## config.mk

```make
export PLATFORM = sky130hd
export DESIGN_NAME = keypad_scanner
export DESIGN_NICKNAME = d
export VERILOG_FILES = /design/src/rtl/keypad_pkg.sv /design/src/rtl/keypad_debouncer.sv /design/src/rtl/keypad_scanner.sv
export SDC_FILE = /design/constraint.sdc
export NUM_CORES = 1
export LEC_CHECK = 0
export ABC_AREA = 0
export ABC_CLOCK_PERIOD_IN_PS = 7000
export CELL_PAD_IN_SITES_DETAIL_PLACEMENT = 0
export CELL_PAD_IN_SITES_GLOBAL_PLACEMENT = 1
export CORE_ASPECT_RATIO = 0.75
export CORE_UTILIZATION = 46
export CTS_CLUSTER_SIZE = 40
export DETAILED_ROUTE_END_ITERATION = 7
export PLACE_DENSITY_LB_ADDON = 0.1
export SKIP_LAST_GASP = 1
export SLEW_MARGIN = 0
export SYNTH_ARGS = -nofsm -noshare
export SYNTH_HDL_FRONTEND = slang
export SYNTH_SLANG_ARGS = --single-unit
```

## constraint.sdc

```tcl
create_clock -name clk -period 7 [get_ports clk]
set_input_delay 0.7 -clock clk [delete_from_list [all_inputs] [get_ports clk]]
set_output_delay 0.7 -clock clk [all_outputs]
set_load 0.01 [all_outputs]
```

## src/rtl/keypad_pkg.sv

```systemverilog
// Shared types and constants for the 4x4 keypad scanner: key map, FSM state, candidate encoding.
package keypad_pkg;

  typedef enum logic {
    IDLE    = 1'b0,
    PRESSED = 1'b1
  } state_t;

  // Scan candidate: {none_flag, code}; none_flag set means no key seen.
  typedef logic [4:0] cand_t;
  localparam cand_t CAND_NONE = 5'b1_0000;

  // Indexed by {row, col}; element 0 is row 0 / col 0.
  localparam logic [15:0][3:0] KEY_MAP = {
    4'hD, 4'hE, 4'hF, 4'h0,
    4'hC, 4'h9, 4'h8, 4'h7,
    4'hB, 4'h6, 4'h5, 4'h4,
    4'hA, 4'h3, 4'h2, 4'h1
  };

  function automatic logic [3:0] key_lookup(input logic [1:0] r, input logic [1:0] c);
    return KEY_MAP[{r, c}];
  endfunction

endpackage

```

## src/rtl/keypad_debouncer.sv

```systemverilog
// Debounces per-scan candidates and commits one key event per press; keeps the 4-digit history.
module keypad_debouncer
  import keypad_pkg::*;
#(
  parameter int DEBOUNCE_SCANS = 4
) (
  input  logic        clk,
  input  logic        rst_n,
  input  logic        scan_end,
  input  cand_t       candidate,
  output logic [3:0]  key_code,
  output logic        key_valid,
  output logic        key_held,
  output logic [15:0] digits
);

  localparam logic [3:0] STABLE_MAX = 4'(DEBOUNCE_SCANS);

  logic [3:0]  stable_cnt_reg;
  logic [3:0]  stable_cnt_next;
  cand_t       prev_cand_reg;
  state_t      state_reg;
  logic [3:0]  key_code_reg;
  logic        key_valid_reg;
  logic        key_held_reg;
  logic [15:0] digits_reg;
  logic        stable;

  // Count saturates so a long hold never wraps back into a fresh press.
  always_comb begin
    stable_cnt_next = 4'd1;
    if (candidate == prev_cand_reg) begin
      stable_cnt_next = (stable_cnt_reg == STABLE_MAX) ? stable_cnt_reg : stable_cnt_reg + 4'd1;
    end
  end

  assign stable = (stable_cnt_next == STABLE_MAX);

  always_ff @(posedge clk) begin
    if (!rst_n) begin
      stable_cnt_reg <= 4'd0;
      prev_cand_reg  <= CAND_NONE;
      state_reg      <= IDLE;
      key_code_reg   <= 4'd0;
      key_valid_reg  <= 1'b0;
      key_held_reg   <= 1'b0;
      digits_reg     <= 16'd0;
    end else begin
      key_valid_reg <= 1'b0;
      if (scan_end) begin
        stable_cnt_reg <= stable_cnt_next;
        prev_cand_reg  <= candidate;
        case (state_reg)
          IDLE: begin
            if (stable && !candidate[4]) begin
              state_reg     <= PRESSED;
              key_code_reg  <= candidate[3:0];
              digits_reg    <= {digits_reg[11:0], candidate[3:0]};
              key_valid_reg <= 1'b1;
              key_held_reg  <= 1'b1;
            end
          end
          PRESSED: begin
            // A different stable key is ignored; only a stable release re-arms.
            if (stable && candidate[4]) begin
              state_reg    <= IDLE;
              key_held_reg <= 1'b0;
            end
          end
        endcase
      end
    end
  end

  assign key_code  = key_code_reg;
  assign key_valid = key_valid_reg;
  assign key_held  = key_held_reg;
  assign digits    = digits_reg;

endmodule

```

## src/rtl/keypad_scanner.sv

```systemverilog
// 4x4 matrix keypad scanner: column drive, synchronized row sampling, per-scan accumulation.
module keypad_scanner
  import keypad_pkg::*;
#(
  parameter int SCAN_DIV       = 20000,
  parameter int DEBOUNCE_SCANS = 4
) (
  input  logic        clk,
  input  logic        rst_n,
  input  logic [3:0]  row,
  output logic [3:0]  col,
  output logic [3:0]  key_code,
  output logic        key_valid,
  output logic        key_held,
  output logic [15:0] digits
);

  localparam int DW = $clog2(SCAN_DIV);
  localparam logic [DW-1:0] DWELL_LAST = DW'(SCAN_DIV - 1);

  logic [3:0]    row_meta_reg;
  logic [3:0]    row_sync_reg;
  logic [DW-1:0] dwell_reg;
  logic [1:0]    col_idx_reg;
  logic [3:0]    col_reg;
  cand_t         acc_reg;
  cand_t         col_hit;
  cand_t         candidate;
  logic          sample;
  logic          scan_end;

  assign sample   = (dwell_reg == DWELL_LAST);
  assign scan_end = sample && (col_idx_reg == 2'd3);

  // Lowest pressed row in the current column wins.
  always_comb begin
    col_hit = CAND_NONE;
    for (int r = 3; r >= 0; r--) begin
      if (!row_sync_reg[r]) begin
        col_hit = {1'b0, key_lookup(2'(r), col_idx_reg)};
      end
    end
  end

  // Columns are visited in ascending order, so the first hit held is the lowest column.
  assign candidate = acc_reg[4] ? col_hit : acc_reg;

  always_ff @(posedge clk) begin
    if (!rst_n) begin
      row_meta_reg <= 4'hF;
      row_sync_reg <= 4'hF;
      dwell_reg    <= '0;
      col_idx_reg  <= 2'd0;
      col_reg      <= 4'b1110;
      acc_reg      <= CAND_NONE;
    end else begin
      row_meta_reg <= row;
      row_sync_reg <= row_meta_reg;
      if (sample) begin
        dwell_reg   <= '0;
        col_idx_reg <= col_idx_reg + 2'd1;
        col_reg     <= ~(4'b0001 << (col_idx_reg + 2'd1));
        acc_reg     <= scan_end ? CAND_NONE : candidate;
      end else begin
        dwell_reg <= dwell_reg + 1'b1;
      end
    end
  end

  assign col = col_reg;

  keypad_debouncer #(
    .DEBOUNCE_SCANS(DEBOUNCE_SCANS)
  ) u_debouncer (
    .clk      (clk),
    .rst_n    (rst_n),
    .scan_end (scan_end),
    .candidate(candidate),
    .key_code (key_code),
    .key_valid(key_valid),
    .key_held (key_held),
    .digits   (digits)
  );

endmodule

```

== Yosys cells after proc, flatten, opt, wreduce, memory -nomap -nowiden ==
Index checks and enable logic that the tools add are counted.
Operators by class
  add/sub/neg operators: 3
  $lt $le $gt $ge: 4
  equality and inequality tests: 7
  shift operators: 1
  multiplexer cells: 22
  bitwise gates (word level): 4
  reduce and logical (&&, ||, !) cells: 8
Operators by type and width (count)
  $bmux W4 S2: 4
  $mux W5: 6
  $mux W4: 6
  $add A15 B1 Y15 const B: 1
  $eq A15 B15 Y1 const B: 1
  $lt A4 B5 Y1 const B: 2
  $eq A4 B3 Y1 const B: 2
  $reduce_and A3 Y1: 2
  $eq A5 B5 Y1: 1
  $lt A2 B5 Y1 const B: 1
  $lt A3 B5 Y1 const B: 1
  $add A4 B1 Y4 const B: 1
  $mux W1: 4
  $not A4 Y4: 1
  $pmux W1 S2: 2
  $shl A1 B2 Y4 const A: 1
  $logic_and A1 B1 Y1: 3
  $not A1 Y1: 3
  $reduce_or A3 Y1: 1
  $add A2 B1 Y2 const B: 1
  $eq A2 B2 Y1 const B: 1
  $ne A2 B1 Y1 const B: 1
  $ne A2 B2 Y1 const B: 1
  $reduce_or A2 Y1: 1
  $logic_not A1 Y1: 1
Storage, ports and cells
  bits in registers: 66
  input port bits: 6
  output and inout bits: 26
  word-level logic and storage cells: 62

== Depth between registers and ports, before layout ==
Gate-level depths: netlist of run 1.
  depth in word-level cells: 13
  gate-level depth with buffers: 11
  mapped depth without buffers: 9

== By module ==
From an unflattened synthesis of run 1, not the netlist that was laid out.
Unflattened totals
  cells, all modules: 295
  area, all modules: 2817.7 um^2
Modules (own cells, without submodules)
  keypad_scanner: times used 1, cells an instance 166, area each 1536.5 um^2, seq. area each 680.7 um^2
  keypad_debouncer: times used 1, cells an instance 129, area each 1281.2 um^2, seq. area each 560.5 um^2

== Worst setup path before layout of run 1 ==
Ideal clock, no wire load.
  kind: register to register
  start point: register col_idx_reg[0]
  end point: register u_debouncer.digits_reg[2] (netlist: u_debouncer.digits[2])
  setup time: 0.121 ns
  arrival time: 2.838 ns
  data required time: 6.879 ns
  slack: 4.042 ns
  stages on the path, launching flop included: 10
  path buffers: 1
  period minus slack after synthesis: 2.958 ns
  cells stage by stage: dfxtp_1 > inv_1 > ha_1 > o221a_2 > o32a_2 > xnor2_2 > nor4_4 > nor4b_4 > buf_6 > mux2_2
Between the ends
  word-level cells in the longest chain between the ends: 12
  elaborated cells on any way between the ends: 20
  classes of those cells: eq/ne: 3; mux: 14; reduce/logical: 3
Ends and longest elaborated chain
  start, declared: RTL line keypad_scanner.sv:24  | logic [1:0] col_idx_reg;
  start signal, assigned: RTL line keypad_scanner.sv:61  | col_idx_reg <= col_idx_reg + 2'd1;
  $bmux W4 S2: RTL line keypad_pkg.sv:22  | return KEY_MAP[{r, c}];
  $mux W4 (implied by the code): RTL line keypad_pkg.sv:22
  $mux W5 (4 in series): RTL line keypad_scanner.sv:39  | if (!row_sync_reg[r]) begin
  $mux W5: RTL line keypad_scanner.sv:46  | assign candidate = acc_reg[4] ? col_hit : acc_reg;
  $eq A5 B5 Y1: RTL line keypad_debouncer.sv:32  | if (candidate == prev_cand_reg) begin
  $mux W4: RTL line keypad_debouncer.sv:32
  $eq A4 B3 Y1: RTL line keypad_debouncer.sv:37  | assign stable = (stable_cnt_next == STABLE_MAX);
  $logic_and A1 B1 Y1: RTL line keypad_debouncer.sv:55  | if (stable && !candidate[4]) begin
  $reduce_and A3 Y1 (no line)
  end signal, assigned: RTL line keypad_debouncer.sv:58  | digits_reg <= {digits_reg[11:0], candidate[3:0]};
  end, declared: RTL line keypad_debouncer.sv:26  | logic [15:0] digits_reg;
Parallel ways exist; a longest one is shown, timed or not. The select of a mux whose other input is x is not followed.
A chain may end at the register's enable or synchronous reset.

== Final worst setup path of run 1 ==
Ends and elaborated chain as after synthesis.

==> results of run 1 <==
==> logic make-up (layout without fill, tap and decap cells) <==
logic type,Yosys count,after routing,synth area share [%]
xor+xnor,17,17,5.452
compound gates,43,43,9.769
fa+ha+maj,10,10,4.361
buf+inv,26,57,5.190
mux,16,16,5.626
flops,62,62,43.26
simple gates,146,146,26.34
==> metal layers <==
metal | up-vias | wire length [µm] | track usage [%]
li1 | 1139 | - | -
met1 | 994 | 2890 | 25.74
met2 | 43 | 2176 | 27.37
met3 | 10 | 306 | 6.863
met4 | 0 | 75 | 7.179
met5 | - | 0 | 0
==> final cells by class <==
type | instances | area (µm²) | share of cell area, %
Inverter | 8 | 30.03 | 0.8969
Clock buffer | 14 | 162.7 | 4.858
Clock inverter | 1 | 5.005 | 0.1495
Sequential cell | 62 | 1241 | 37.07
Tap cell | 78 | 97.59 | 2.915
Multi-Input combinational cell | 232 | 1479 | 44.17
Timing Repair Buffer | 34 | 332.8 | 9.940
==> report_power, final <==
group | total (µW) | internal (µW) | switching (µW)
Clock | 272 | 146 | 126
Sequential | 359 | 356 | 2.95
Combinational | 29.8 | 12.4 | 17.4
==> worst max-delay path, cell delays in order, from the launching register on <==
cell and delay (ps):
dfxtp_1 410, inv_1 150, ha_1 360, o221a_2 290, o32a_2 420, xnor2_2 160
nor4_4 540, nor4b_4 290, buf_4 310, mux2_2 360
==> worst max path at each step <==
stage                   startpoint  slack, ps                    end  cells after the start
finish              col_idx_reg[0]       3590  u_debouncer.digits[2]                      9
global route        col_idx_reg[0]       3360  u_debouncer.digits[2]                      9
CTS                 col_idx_reg[0]       3580  u_debouncer.digits[2]                      9
detailed placement  col_idx_reg[0]       3600  u_debouncer.digits[2]                      9
global placement    col_idx_reg[0]       3670  u_debouncer.digits[2]                      9
floorplan           col_idx_reg[0]       4040  u_debouncer.digits[2]                      9
==> through the flow <==
step	cell area [µm²]	worst slack, ps	power (µW)
2_1_floorplan	2869	4042	389.3
3_5_place_dp	3181	3604	397.4
6_report	3348	3586	661.1
5_1_grt	3348	3357	690.4
4_1_cts	3348	3576	671.0
3_3_place_gp	3181	3673	397.4
==> cells in the final DEF (no fill, tap or decap), types with 4 or more instances in the layout <==
cell type and n:
and2_1 4, nand3_1 9, nand2_1 44, nor3_1 11, ha_1 10, mux2i_1 15, nand2b_1 12, clkbuf_8 11
a211oi_1 6, dfxtp_1 62, a21oi_1 11, nor2_1 35, xnor2_1 8, clkdlybuf4s50_1 31, and3_1 5, nand4_1 4
o21ai_0 12, inv_1 8, xor2_1 8
==> summary by stage, run 1 <==
Run status
The flow ran to the end, and the final reports show no timing, DRC or antenna violations.

Global routing
The number of antenna violations at the first check in global routing came to 0. After global routing the overflow that remains totals 0. Entering global routing, the biggest net connects 39 pins. The combined global-route utilization of all metal layers is 18.98%. The number of global-route vias before repair is 2,039. The wire length of the first global-routing pass is 9.597 mm.

Route
The remaining number of nets flagged by the antenna check after routing is 0. Dividing the detail-routed wire length by the instance count gives 12.70 µm. Dividing the detail-routed via count by the number of cells gives 5.096. The count of vias placed by the detailed router is 2,186.

The violation count after the first detailed-route iteration is 80. In the routed design, unresolved DRC markers number 0. The pre-antenna-repair detailed-routing pass consisted of 4 iterations. The final wirelength is 5.448 mm.

Finish
Fill cells in the final layout number 560. At the end of the flow the core is filled with cells to 56.60%. The final layout contains 363 nets.

The layout-stage area growth over the synthesis result is 16.70%. The number of flip-flops under the largest register name is 16. Excluding fillers, the count of instances in the completed layout stands at 429. The fraction of final layout cells with drive strength greater than 1 is 9.402%. The count of inserted antenna diode cells is 0.

CTS
The cell at the root of the clock tree is clkbuf_8. The number of setup buffers added after CTS is 0. The deepest clock path buffer count is 2. The CTS tree is built. Clock-pin slew was measured on the worst setup and hold paths at 60 ps.

The number of sinks on the clock net is 62. The clock latency on the worst-skew pair is 340 ps. The number of buffers created by CTS is 9. The number of hold buffers added after CTS was 0. The clock tree synthesis step divided the H-tree into 3 levels. Post-CTS repair changed the size of 0 cells.

Yosys
By count the netlist is led by dfxtp_1 (62), nand2_1 (44), nor2_1 (35), mux2i_1 (15). The dominant register cell in the synthesized netlist is dfxtp_1. Counting flops with a built-in enable in the synthesized netlist gives 0. After synthesis, the share of flip-flops with an asynchronous set or reset is 0%. The share of the Yosys chip area taken by registers is 43.26%. In this run the mean area of a mapped cell was 8.966 µm².

The synthesized cell area is 2869 µm². The flip-flop and latch count after synthesis is 62. The Yosys warning count is 0.

The cell count after synthesis came out at 320. The netlist uses 54 different library cells. The proportion of netlist area held by the largest area contributor is 43.26%.

Synthesis produced a netlist with a net count of 336. Ranked by total cell area, the synthesized netlist is headed by dfxtp_1 (43%), nand2_1 (5.8%), mux2i_1 (5.2%). Summed over all instances, the cell type with the most area after synthesis is dfxtp_1. The most common cell in the netlist is dfxtp_1.

Setup path
The critical path required time is 7220 ps. The type of the worst setup path is flip-flop to flip-flop. In this run the worst path has a maximum fanout of 17. The reg-to-reg critical path startpoint is col_idx_reg[0]. The register-to-register setup slack is 3590 ps. The worst setup path is launched from a flip-flop.

At the worst endpoint, the arrival time is 3640 ps. STA classifies the critical path endpoint as a flip-flop. The endpoint identified for the worst register-to-register timing path is u_debouncer.digits[2]. The number of cells on the worst reg-to-reg path is 9.

Job
The tool flagged a number of max-cap violations equal to 0.

Min path
The worst hold path begins at row_meta_reg[2]. The worst hold path cell count is 1. The tightest min-delay check is of the flip-flop to flip-flop type. The end point of the most critical hold path is row_sync_reg[2].

Placement
The number of buffer cells added on primary ports is 31. The wire-length estimate of the detail-placed layout is 3.732 mm. The number of placed instances, taps included, is 414. The congestion estimate from routability-driven global placement came to 0.7713.

Floorplan
The initial utilization of the core area, before any placement, comes to 48.50%. The overall die area is 6560 µm². In this run the vertical extent of the chip is 70.40 µm. The number of placement rows is 24.

The overall die width is 93.19 µm. In this run the standard cell core region covers 5916 µm². The number of top-level design ports is 32.

Timing
Clock skew on the completed layout was measured at 6.988 ps. The top achievable clock speed is 0.2929 GHz. The count of endpoints failing hold in the final timing report is 0.

Across all hold checks on the routed design, the worst slack comes to 409.9 ps. Measured against its own limit, the worst slew margin works out to 56.59%. The actual transition at the worst max-transition pin is 650.5 ps. After layout, the worst path uses 48.77% of the clock period.

Setup total negative slack on the finished layout was measured at 0 ps. The minimum period implied by the final worst setup slack is 3414 ps. Setup violations remaining at the end of the flow were counted as 0. Setup repair after global routing left no endpoint under its margin. The number of max-slew violations in the final report is 0.

Pwr
VDD sags by at most 127.0 µV. For this design the static power due to leakage is 0.001202 µW. Power spread over the standard cell area amounts to 197.5 nW/µm².
No activity file was read; power rests on OpenSTA's default activity.
==> run 2, diff against run 1 <==
--- a/config.mk
+++ b/config.mk
@@ -6,11 +6,11 @@
 export NUM_CORES = 1
 export LEC_CHECK = 0
 export ABC_AREA = 0
-export ABC_CLOCK_PERIOD_IN_PS = 7000
+export ABC_CLOCK_PERIOD_IN_PS = 3300
 export CELL_PAD_IN_SITES_DETAIL_PLACEMENT = 0
 export CELL_PAD_IN_SITES_GLOBAL_PLACEMENT = 1
 export CORE_ASPECT_RATIO = 0.75
-export CORE_UTILIZATION = 46
+export CORE_UTILIZATION = 42
 export CTS_CLUSTER_SIZE = 40
 export DETAILED_ROUTE_END_ITERATION = 7
 export PLACE_DENSITY_LB_ADDON = 0.1
==> constraint.sdc (replaced) <==
create_clock -name clk -period 3.3 [get_ports clk]
set_input_delay 0.33 -clock clk [delete_from_list [all_inputs] [get_ports clk]]
set_output_delay 0.33 -clock clk [all_outputs]
set_load 0.01 [all_outputs]
==> summary by stage, run 2 (same netlist as run 1, synthesis figures left out) <==
Run status
The run finished with clean final reports.

Setup path
The type of the worst setup path is flip-flop to flip-flop. The endpoint arrival time on the critical path is 3230 ps (-410 ps). The critical path required time is 3560 ps (-3660 ps). STA classifies the critical path endpoint as a flip-flop. The startpoint kind of the worst setup timing path is a flip-flop. The top fanout value on the critical path is 16 (-1).

Route
The mean number of vias per cell was 5.005 (-1.8%). The average wire length per cell after detail routing is 13.14 µm (+3.5%). The remaining number of nets flagged by the antenna check after routing is 0 (unchanged). The count of vias placed by the detailed router was 2,182 (-0.18%). The violation count after the first detailed-route iteration is 66 (-18%). The final wirelength is 5.731 mm (+5.2%).

The detailed-routing iteration count for the pre-antenna-repair pass is 4 (unchanged). The post-route DRC violation count was 0 (unchanged).

Timing
Setup repair after global routing left no endpoint under its margin. The final number of setup-violating endpoints was 0 (unchanged). The actual transition at the worst max-transition pin is 441.6 ps (-208.9 ps). The number of max-slew violations in the final report is 0 (unchanged). The minimum period implied by the final worst setup slack is 2965 ps (-449.0 ps). The count of endpoints failing hold in the final timing report is 0 (unchanged). The setup TNS is 0 ps (unchanged). The top achievable clock speed came to 0.3372 GHz (+15%). The fraction of the cycle the final worst path needs was 89.85% (+41 points). The worst slew margin relative to its limit is 70.49% (+14 points). The setup clock skew after layout came to 9.538 ps (+2.550 ps).

CTS
The number of hold buffers added after CTS is 0 (unchanged). The number of buffers created by CTS is 9 (unchanged). TritonCTS built the clock tree. The number of instances resized during post-cts repair is 0 (unchanged). The clock latency on the worst-skew pair is 340 ps (about the same). The count of buffers added by post-CTS timing repair for setup was 0 (unchanged).

The deepest clock path buffer count was 2 (unchanged). The H-tree depth is 3 (unchanged). The number of sinks on the clock net is 62 (unchanged). Clock tree synthesis selected as its root buffer the cell clkbuf_8. The clock-pin slew on the worst setup and hold paths is 70 ps (about the same).

Finish
The fraction of final layout cells with drive strength greater than 1 is 11.27% (+1.9 points). The library cell used most frequently in the layout, excluding fill and tap cells, is dfxtp_1. The number of flip-flops under the largest register name was 16 (unchanged). The area used by multi-input combinational logic is 1479 µm² (unchanged). The sequential standard cell area was 1241 µm² (unchanged). From synthesis to final layout, the design area changed by 19.84%. The final cell count without fillers is 436 (+1.6%). The count of filler cells inserted in the layout is 600 (+7.1%). The count of inserted antenna diode cells is 0 (unchanged).

The final net count is 366 (+0.83%). The library cells used most frequently in the layout, excluding fill and tap cells, are dfxtp_1 (62), nand2_1 (44), nor2_1 (35).

Pwr
The total leakage power is 0.001242 µW (+3.4%). The worst-case vdd ir drop was 270.9 µV (+110%). The power per standard cell area is 463.2 nW/µm² (+130%).

Job
The max-cap violation count was 0 (unchanged).

Global routing
The number of antenna violations at the first check in global routing is 0 (unchanged). The maximum number of pins on one net before global-route repair was 34 (-13%). The wire length of the first global-routing pass was 9.308 mm (-3.0%). The combined global-route utilization of all metal layers is 16.76% (-2.2 points). The number of global-route vias before repair was 1,959 (-3.9%). The total congestion overflow after global routing was 0 (unchanged).

Floorplan
The die height is 73.58 µm (+4.5%). The overall die width is 97.44 µm (+4.6%). The starting density of the core came to 44.52% (-4.0 points). The overall die area was 7169 µm² (+9.3%). The number of placement rows is 25 (+4.2%). The number of top-level design ports came to 32 (unchanged). The core area is 6444 µm² (+8.9%).

Min path
In this run the worst hold path is classified as flip-flop to flip-flop.

Placement
The number of buffer cells added on primary ports is 31 (unchanged). The number of cells in the design after placement came to 420 (+1.4%). The HPWL after detailed placement was 3.902 mm (+4.5%). The placer congestion estimate came to 0.7714 (about the same).
==> run 2: final cells by class <==
class                      count  share of cell area [%]
inverter                       8                  0.8734
multi-input combinational    232                   43.01
sequential                    62                   36.10
clock buffer                  10                   4.003
clock inverter                 6                   2.729
tap                           81                   2.948
timing repair buffer          37                   10.33
==> run 2: power breakdown <==
part / total [µW] / internal (µW) / leakage, µW / switching [µW]
Sequential: 761 / 755 / 0.000502 / 6.06
Clock: 762 / 451 / 0.000113 / 311
Combinational: 69.4 / 30.3 / 0.000627 / 39.1
==> run 2: final timing paths <==
| check | from | slack (ps) | endpoint | cells past startpoint |
|---|---|---|---|---|
| hold reg to reg | row_meta_reg[3] | 410 | row_sync_reg[3] | 1 |
| setup / recovery | col_idx_reg[0] | 330 | u_debouncer.digits[9] | 9 |
| setup reg to reg | col_idx_reg[0] | 330 | u_debouncer.digits[9] | 9 |
| hold / removal | row_meta_reg[3] | 410 | row_sync_reg[3] | 1 |
==> run 2: worst max-delay path, stage by stage, from the launching register on <==
cell	delay [ps]
dfxtp_1	410
inv_1	150
ha_1	360
o221a_2	300
o32a_2	420
xnor2_2	160
nor4_4	270
nor4b_4	260
buf_4	320
mux2i_1	240
==> run 2: layer usage <==
metal,GRT usage (%),wire length (µm)
met5,0,0
met3,5.233,262
met4,5.392,71
met2,23.15,2181
met1,24.52,3216
==> run 2: stage by stage <==
| stage | hold slack [ps] | worst slack (ps) | cell area, µm² | power (µW) | util, % |
|---|---|---|---|---|---|
| final | 411.1 | 334.8 | 3438 | 1593 | 53.36 |
| after global routing | 424.6 | 169.7 | 3438 | 1653 | 53.36 |
| after CTS | 418.0 | 322.6 | 3438 | 1612 | 53.36 |
| after detailed placement | 396.9 | 372.6 | 3207 | 848.0 | 49.77 |
| after global placement | 391.7 | 444.8 | 3207 | 847.9 | 49.77 |
| after floorplan | 386.3 | 341.7 | 2869 | 825.8 | - |
